[config.mk]
export PLATFORM = sky130hd
export DESIGN_NAME = alu_load_seq
export DESIGN_NICKNAME = d
export VERILOG_FILES = /design/src/rtl/alu_load_seq.sv
export SDC_FILE = /design/constraint.sdc
export NUM_CORES = 1
export LEC_CHECK = 0
export CAP_MARGIN = 0
export CORE_ASPECT_RATIO = 0.8
export CORE_MARGIN = 1
export CORE_UTILIZATION = 61
export CTS_BUF_LIST = sky130_fd_sc_hd__clkbuf_8 sky130_fd_sc_hd__clkbuf_16
export DETAILED_ROUTE_END_ITERATION = 8
export GPL_ROUTABILITY_DRIVEN = 1
export PLACE_DENSITY = 0.95
export SLEW_MARGIN = 20
export SYNTH_ARGS = -nofsm -noshare
export SYNTH_HDL_FRONTEND = slang
export SYNTH_SLANG_ARGS = --single-unit
[constraint.sdc]
create_clock -name i_clk -period 4.2 [get_ports i_clk]
set_clock_uncertainty 0.15 [all_clocks]
set_input_delay 0.84 -clock i_clk [delete_from_list [all_inputs] [get_ports i_clk]]
set_output_delay 0.84 -clock i_clk [all_outputs]
set_load 0.01 [all_outputs]
[src/rtl/alu_load_seq.sv]
// alu_load_seq
//   Front-end sequencer for the switch-driven ALU top. Two raw push buttons are
//   synchronised and debounced, then a four-state FSM (A -> B -> OP -> SHOW)
//   captures the switches on each "next" press. Each capture is paired with a
//   single load-enable pulse towards the operand/opcode registers of the top.
//   Opcodes are screened against the ALU's supported set before being loaded.
//
// Ports
//   i_clk       in   1        system clock
//   i_rst       in   1        asynchronous, active-high reset
//   i_btn_next  in   1        raw "next/load" button (asynchronous, active-high)
//   i_btn_clr   in   1        raw "clear" button (asynchronous, active-high)
//   i_sw        in   NB_DATA  raw slide switches
//   o_data      out  NB_DATA  switches captured at the accepted press
//   o_en_A      out  1        one-cycle load pulse for operand A
//   o_en_B      out  1        one-cycle load pulse for operand B
//   o_en_OP     out  1        one-cycle load pulse for the opcode
//   o_state     out  2        00=S_A, 01=S_B, 10=S_OP, 11=S_SHOW
//   o_valid     out  1        high while the ALU result reflects loaded A/B/OP
//   o_err       out  1        sticky: the last opcode attempt was illegal

// alu_load_seq_debounce
//   Synchroniser plus level debouncer for one button. Produces a one-cycle
//   strobe when the debounced level rises; release edges are ignored.
//
// Ports
//   clk, rst   clock and asynchronous active-high reset
//   btn        raw button level
//   press      one-cycle strobe on an accepted press
module alu_load_seq_debounce #(
    parameter int DB_CYCLES = 1000000,
    parameter int DB_BITS   = 20
) (
    input  logic clk,
    input  logic rst,
    input  logic btn,
    output logic press
);

    localparam logic [DB_BITS-1:0] CNT_LAST = DB_BITS'(DB_CYCLES - 1);

    logic               sync_1;
    logic               sync_2;
    logic               stable;
    logic               stable_d;
    logic [DB_BITS-1:0] cnt;

    // The counter only runs while the synchronised level disagrees with the
    // accepted level; any return to agreement restarts the qualification.
    always_ff @(posedge clk or posedge rst) begin
        if (rst) begin
            sync_1   <= 1'b0;
            sync_2   <= 1'b0;
            stable   <= 1'b0;
            stable_d <= 1'b0;
            cnt      <= '0;
        end else begin
            sync_1   <= btn;
            sync_2   <= sync_1;
            stable_d <= stable;
            if (sync_2 == stable) begin
                cnt <= '0;
            end else if (cnt == CNT_LAST) begin
                stable <= sync_2;
                cnt    <= '0;
            end else begin
                cnt <= cnt + 1'b1;
            end
        end
    end

    // Rising edge of the accepted level; built only from registers.
    assign press = stable & ~stable_d;

endmodule

module alu_load_seq #(
    parameter int NB_DATA   = 8,
    parameter int NB_OP     = 6,
    parameter int DB_CYCLES = 1000000,
    parameter int DB_BITS   = 20
) (
    input  logic               i_clk,
    input  logic               i_rst,
    input  logic               i_btn_next,
    input  logic               i_btn_clr,
    input  logic [NB_DATA-1:0] i_sw,
    output logic [NB_DATA-1:0] o_data,
    output logic               o_en_A,
    output logic               o_en_B,
    output logic               o_en_OP,
    output logic [1:0]         o_state,
    output logic               o_valid,
    output logic               o_err
);

    typedef enum logic [1:0] {
        S_A    = 2'b00,
        S_B    = 2'b01,
        S_OP   = 2'b10,
        S_SHOW = 2'b11
    } state_t;

    state_t state;
    logic   next_press;
    logic   clr_press;

    alu_load_seq_debounce #(
        .DB_CYCLES (DB_CYCLES),
        .DB_BITS   (DB_BITS)
    ) u_db_next (
        .clk   (i_clk),
        .rst   (i_rst),
        .btn   (i_btn_next),
        .press (next_press)
    );

    alu_load_seq_debounce #(
        .DB_CYCLES (DB_CYCLES),
        .DB_BITS   (DB_BITS)
    ) u_db_clr (
        .clk   (i_clk),
        .rst   (i_rst),
        .btn   (i_btn_clr),
        .press (clr_press)
    );

    // Opcodes the ALU implements: ADD, SUB, AND, OR, XOR, NOR, SRA, SRL.
    function automatic logic is_legal(input logic [NB_OP-1:0] op);
        logic ok;
        ok = 1'b0;
        case (op)
            NB_OP'(6'b100000),
            NB_OP'(6'b100010),
            NB_OP'(6'b100100),
            NB_OP'(6'b100101),
            NB_OP'(6'b100110),
            NB_OP'(6'b100111),
            NB_OP'(6'b000011),
            NB_OP'(6'b000010): ok = 1'b1;
            default:           ok = 1'b0;
        endcase
        return ok;
    endfunction

    // Enables default low every cycle so each load is a single-cycle pulse
    // coinciding with the first cycle o_data carries the new value. Clear
    // wins over next when both strobes land together.
    always_ff @(posedge i_clk or posedge i_rst) begin
        if (i_rst) begin
            state   <= S_A;
            o_data  <= '0;
            o_en_A  <= 1'b0;
            o_en_B  <= 1'b0;
            o_en_OP <= 1'b0;
            o_valid <= 1'b0;
            o_err   <= 1'b0;
        end else begin
            o_en_A  <= 1'b0;
            o_en_B  <= 1'b0;
            o_en_OP <= 1'b0;
            if (clr_press) begin
                state   <= S_A;
                o_valid <= 1'b0;
                o_err   <= 1'b0;
            end else if (next_press) begin
                case (state)
                    S_A: begin
                        o_data <= i_sw;
                        o_en_A <= 1'b1;
                        state  <= S_B;
                    end
                    S_B: begin
                        o_data <= i_sw;
                        o_en_B <= 1'b1;
                        state  <= S_OP;
                    end
                    S_OP: begin
                        if (is_legal(i_sw[NB_OP-1:0])) begin
                            o_data  <= i_sw;
                            o_en_OP <= 1'b1;
                            o_err   <= 1'b0;
                            o_valid <= 1'b1;
                            state   <= S_SHOW;
                        end else begin
                            o_err <= 1'b1;
                        end
                    end
                    S_SHOW: begin
                        o_valid <= 1'b0;
                        state   <= S_A;
                    end
                    default: state <= S_A;
                endcase
            end
        end
    end

    assign o_state = state;

endmodule

==> flow_metrics.tcl, run 1 <==
set metrics [dict create \
    outcome "finished clean" \
    syn-cell-area_um2 2920 \
    cts.sinks 63 \
    ys.flop_type "dfrtp_1" \
    drt_iter0_markers 122 \
    maxSlewHeadroom_pct 53.2 \
    port_buffers 26 \
    crit_fanout 8 \
    crit_path_cell_trace "clkdlybuf4s50_1 > nand2b_1 > a22o_2 > nand2_2 > a2111o_1 > mux2_4" \
    worst-setup-path-type "in -> reg" \
    finalWeightedCongestion 0.858 \
    worst_pin_slew_ns 0.696 \
    timing.fmax_mhz 377 \
    syn_nets 284 \
    grt_antenna_before_repair 0 \
    dieArea_um2 5060 \
    tritoncts "done" \
    dp.cells 347 \
    htree_levels 3 \
    crit_slowest_cell "a2111o_1" \
    maxSlewViolCount 0 \
    swShare_pct 22.4 \
    hpwl_um 3590 \
    first_global_vias 1953 \
    whs_path_depth 0 \
    die_height_um 63.8 \
    insertion_delay_ns 0.34 \
    final_net_count 317 \
    antenna_cells 0 \
    cp-end-kind "register" \
    core_area_um2 4600 \
    initial_utilization_pct 63.4 \
    cp.required_ns 4.28 \
    postCtsSetupBuffers 0 \
    syn_avg_cell_area_um2 11.0 \
    io-pin-count 27 \
    drive_gt1_share_pct 9.97 \
    post-route-drc-count 0 \
    vias 1988 \
    firstDrtPassIters 4 \
    grt_use_total_pct 23.9 \
    grt_max_degree 41 \
    grt_overflow 0 \
    grt_setup_unrepaired "no" \
    synth-seq-area-share_pct 54.1 \
    die_x_um 79.3 \
    cts_buffers 9 \
    wire_per_inst_um 14.3 \
    synth.distinct_cells 33 \
    hold_path_class "reg -> reg" \
    powerDensity_nw_per_um2 336 \
    power_switching_uw 255 \
    async_flop_share_pct 100 \
    cts_resized 0 \
    p_leak_nw 1.57 \
    area_growth_pct 16.0 \
    vias_per_cell 5.51 \
    fin_crit_sh_pct 63.1 \
    clockBufferDepth 2 \
    routed_wl_um 5160 \
    hold_violations 0 \
    tns_ns 0 \
    cp_slowest_stage_delay_ns 0.63 \
    power.internal_uw 882 \
    ir_drop_mv 0.226 \
    synthCells 265 \
    clockRootBuffer "clkbuf_8" \
    drtAntennaViolNets 0 \
    ys.warnings.count 0 \
    fin_crit_ns 2.65 \
    finalSetupViolCount 0 \
    combPwrFrac_pct 5.3 \
    clk_pin_slew_worst_paths_ns 0.06 \
    max-cap-violations 0 \
    grt_pass1_wl_um 8940 \
    rows 22 \
    cts_hold_buf 0 \
    seqPwrFrac_pct 55.2 \
    clkPwrFrac_pct 39.5 \
    finalNonFillerCells 361 \
    crit_arrival_ns 2.73 \
    synth_edf_count 0 \
    fill_cells 277 \
    ff2ff_path_depth 5 \
    startpoint_type "input port" \
    ys_seq_elements 63 \
]
-- cells in the mapped netlist (all sizes together) (3+ instances only) --
master | count | area (µm²)
dfrtp | 63 | 1580
nand2 | 18 | 70.1
and3 | 8 | 50.1
nand4 | 7 | 50.1
mux2 | 10 | 143
nand2b | 3 | 18.8
ha | 7 | 87.6
nand3 | 17 | 85.1
nor4 | 6 | 58.8
nor2 | 50 | 188
xor2 | 23 | 201
nor3 | 5 | 25.0
a21oi | 4 | 20.0
and4 | 3 | 26.3
buf | 5 | 41.3
xnor2 | 15 | 131
inv | 7 | 26.3
-- placed cells by master (no fill, tap or decap), drive strengths merged, types with 2 or more instances in the layout --
cell type	synthesis	routed
and3	8	8
nand3	17	17
and4	3	3
xnor2	15	15
nor2b	2	2
nand4b	2	2
nor4b	2	2
nand2b	3	3
nand4	7	7
mux2	10	10
xor2	23	23
a21oi	4	4
dfrtp	63	63
nand2	18	18
ha	7	7
nor3	5	5
clkdlybuf4s50	0	26
inv	7	9
nor2	50	50
or2	2	2
mux2i	2	2
nor4	6	6
clkbuf	0	11
-- state kept, by name (all words and copies together) (netlist names), 2 cells and up --
name           cells
o_state            2
u_db_clr.cnt      20
o_data             8
u_db_next.cnt     20
-- metrics by stage --
stage	power (mW)	hold slack (ns)	utilization (%)	setup WS, ns	area, µm²
floorplan	0.672	0.181	-	1.64	2920
global placement	0.697	0.185	70.0	1.29	3220
detailed placement	0.699	0.193	70.0	1.21	3220
CTS	1.15	0.207	73.5	1.58	3380
global route	1.19	0.221	73.5	1.54	3380
finish	1.14	0.204	73.5	1.55	3380
-- metal layers --
metal / wire length (µm) / track usage (%) / vias up / part of all wire (%)
li1: - / - / 958 / -
met1: 2430 / 30.4 / 963 / 47
met2: 2370 / 37.0 / 55 / 46
met3: 263 / 10.1 / 12 / 5.1
met4: 92 / 7.50 / 0 / 1.8
met5: 0 / 0 / - / 0
-- critical path: cells and delay by family --
kind | cells | cell delay (ns)
buf+inv | 1 | 0.51
compound gates | 2 | 0.79
mux | 1 | 0.37
simple gates | 2 | 0.22
-- cell type report --
| type | count | area, µm² | share of cell area (%) |
|---|---|---|---|
| tap | 60 | 75.1 | 2.22 |
| timing repair buffer | 27 | 268 | 7.92 |
| clock buffer | 11 | 151 | 4.48 |
| clock inverter | 3 | 12.5 | 0.370 |
| sequential | 63 | 1580 | 46.6 |
| inverter | 7 | 26.3 | 0.777 |
| multi-input combinational | 190 | 1270 | 37.6 |
-- final timing paths --
| path | start | endpoint | slack [ns] |
|---|---|---|---|
| worst max-delay path | i_sw[2] | o_data[3]$_DFFE_PP0P_ | 1.55 |
| worst min-delay path | u_db_clr.sync_1$_DFF_PP0_ | u_db_clr.sync_2$_DFF_PP0_ | 0.20 |
| worst max register to register | u_db_clr.cnt[0]$_DFF_PP0_ | u_db_clr.cnt[18]$_DFF_PP0_ | 2.11 |
| worst min register to register | u_db_clr.sync_1$_DFF_PP0_ | u_db_clr.sync_2$_DFF_PP0_ | 0.20 |
| max in group asynchronous | i_rst | u_db_clr.cnt[1]$_DFF_PP0_ | 2.36 |
| min in group asynchronous | i_rst | o_data[6]$_DFFE_PP0P_ | 0.69 |
-- logic make-up (layout without fill, tap and decap cells) --
kind of cell,Yosys count,in the layout,synth area share [%]
muxes,12,12,5.58
xor gates and xnor gates,38,38,11.4
DFF,63,63,54.1
buffers and inverters,12,48,2.32
adders and majority gates,7,7,3.00
and+or+nand+nor,125,125,21.7
AOI/OAI and AO/OA,8,8,1.93
-- power by group through the flow --
stage / Clock, mW / Combinational [mW] / Sequential (mW)
after CTS: 0.458 / 0.0615 / 0.627
final: 0.449 / 0.0600 / 0.627
after global placement: 0 / 0.0595 / 0.637
after global routing: 0.492 / 0.0673 / 0.628
after floorplan: 0 / 0.0334 / 0.638
after detailed placement: 0 / 0.0613 / 0.638
Power figures use the tool's default switching activity.
==> inputs of run 2 (changes only) <==
CORE_UTILIZATION = 51   (was 61)
PLACE_DENSITY = 0.86   (was 0.95)
clock period = 2.2 ns   (was 4.2 ns; I/O delays follow)
==> run 2 against run 1 <==
Net effect:
- design area up 4.8%
- combinational power increased by 110%
- first-iteration DRC count up 35%
- sequential share of layout area decreased by 2.1 points
- worst setup slack got worse by 1.5 ns
- hold slack lost 0.0044 ns
- core utilization shrank 8.7 points
- flip-flop and latch count is the same
- via count rose by 1.4%
- critical path type unchanged
- critical endpoint is now o_data[6]$_DFFE_PP0P_
- highest routed layer unchanged
==> flow_metrics.tcl, run 2 (synthesis results as in run 1) <==
set metrics [dict create \
    outcome "finished clean" \
    finalWeightedCongestion 0.798 \
    vias_per_cell 5.21 \
    vias 2015 \
    clockBufferDepth 2 \
    timing.fmax_mhz 461 \
    rows 24 \
    grt_use_total_pct 20.8 \
    whs_path_depth 0 \
    swShare_pct 20.5 \
    hold_violations 0 \
    crit_slowest_cell "clkdlybuf4s50_1" \
    cts.sinks 63 \
    hp-start "u_db_next.sync_1$_DFF_PP0_" \
    port_buffers 26 \
    layout_common_cells "dfrtp_1, nor2_1, clkdlybuf4s50_1" \
    power_switching_uw 520 \
    crit_arrival_ns 2.25 \
    ir_drop_mv 0.440 \
    dp.cells 371 \
    maxSlewViolCount 0 \
    initial_utilization_pct 53.3 \
    power.internal_mw 2.02 \
    cts_hold_buf 0 \
    cts_resized 0 \
    postCtsSetupBuffers 0 \
    clockRootBuffer "clkbuf_8" \
    powerDensity_nw_per_um2 717 \
    cp.required_ns 2.28 \
    clkPwrFrac_pct 48.0 \
    drt_iter0_markers 165 \
    cts_buffers 9 \
    hpwl_um 3580 \
    core_area_um2 5470 \
    timing.rr.start "u_db_next.cnt[0]$_DFF_PP0_" \
    max-cap-violations 0 \
    grt_max_degree 40 \
    crit_fanout 4 \
    min_to "u_db_next.sync_2$_DFF_PP0_" \
    fin_area_um2 3540 \
    post-route-drc-count 0 \
    grt_pass1_wl_um 9350 \
    layout_setup_ws_ns 0.0306 \
    grt_antenna_before_repair 0 \
    finalNonFillerCells 387 \
    hold_ws_ns 0.200 \
    fin_crit_sh_pct 98.6 \
    final_net_count 323 \
    worst_pin_slew_ns 0.458 \
    p_leak_nw 1.63 \
    cp_slowest_stage_delay_ns 0.53 \
    hold_path_class "reg -> reg" \
    clk_pin_slew_worst_paths_ns 0.07 \
    die_x_um 86.5 \
    fin_crit_ns 2.17 \
    worst-setup-path-type "in -> reg" \
    dieArea_um2 6020 \
    wire_per_inst_um 13.7 \
    ff2ff_path_depth 5 \
    r2r-end "u_db_next.cnt[15]$_DFF_PP0_" \
    place_ws_ns -0.289 \
    antenna_cells 0 \
    maxSlewHeadroom_pct 69.3 \
    die_height_um 69.6 \
    postPlaceCellArea_um2 3300 \
    drive_gt1_share_pct 12.6 \
    seqPwrFrac_pct 47.1 \
    htree_levels 3 \
    cp-end-kind "register" \
    startpoint_type "input port" \
    largestRegisters "u_db_clr.cnt: 20 flops, u_db_next.cnt: 20 flops, o_data: 8 flops" \
    grt_setup_unrepaired "no" \
    combPwrFrac_pct 4.9 \
    layout_commonest_cell "dfrtp_1" \
    drtAntennaViolNets 0 \
    finalSetupViolCount 0 \
    insertion_delay_ns 0.34 \
    area_growth_pct 21.5 \
    firstDrtPassIters 5 \
    first_global_vias 1985 \
    multiInputGateArea_um2 1270 \
    reg2reg_setup_slack_ns 0.18 \
    routed_wl_um 5300 \
    regArea_um2 1580 \
    tritoncts "done" \
    grt_overflow 0 \
    fill_cells 452 \
    crit_path_cell_trace "clkdlybuf4s50_1 > nand2b_1 > a22o_2 > nand2_2 > a2111o_1 > buf_4 > mux2_4" \
    io-pin-count 27 \
]
run 2: worst max-delay path by stage:
stage                        from               endpoint  cells after the start
after floorplan             i_rst  o_data[0]$_DFFE_PP0P_                      1
after global placement    i_sw[2]  o_data[7]$_DFFE_PP0P_                      7
after detailed placement  i_sw[2]  o_data[6]$_DFFE_PP0P_                      7
after CTS                 i_sw[2]  o_data[6]$_DFFE_PP0P_                      7
after global routing      i_sw[2]  o_data[0]$_DFFE_PP0P_                      7
final                     i_sw[2]  o_data[6]$_DFFE_PP0P_                      7
run 2: final cells by class:
class,instances,share of cell area [%]
Multi-Input combinational cell,190,35.9
Clock inverter,6,3.07
Timing Repair Buffer,33,9.18
Tap cell,78,2.75
Inverter,7,0.742
Clock buffer,10,3.88
Sequential cell,63,44.5
run 2: worst max-delay path: cells and delay by family:
| kind | cells | cell delay, ns |
|---|---|---|
| compound gates | 2 | 0.60 |
| simple gates | 2 | 0.20 |
| mux | 1 | 0.30 |
| buf+inv | 2 | 0.70 |
run 2: power groups by stage:
stage | logic (mW) | clock network [mW] | registers (mW)
6_report | 0.124 | 1.22 | 1.20
3_3_place_gp | 0.121 | 0 | 1.22
4_1_cts | 0.127 | 1.25 | 1.20
3_5_place_dp | 0.126 | 0 | 1.22
5_1_grt | 0.139 | 1.30 | 1.20
2_1_floorplan | 0.0638 | 0 | 1.22
run 2: layer usage:
metal | share of wire (%) | global-route usage, %
met5 | 0 | 0
met4 | 2.3 | 11.3
met3 | 4.0 | 6.19
met2 | 47 | 31.4
met1 | 47 | 26.8
run 2: through the flow:
step	total power, mW	setup TNS [ns]	utilization, %
after detailed placement	1.34	-2.25	60.3
after global placement	1.34	-1.60	60.3
after global routing	2.63	0	64.8
after CTS	2.57	0	64.8
final	2.54	0	64.8
after floorplan	1.28	0	-
==> inputs of run 3 (changes only) <==
SKIP_LAST_GASP = 1   (was default)
==> results of run 3 <==
The final DEF is identical to that of run 2; final timing and power are the same.
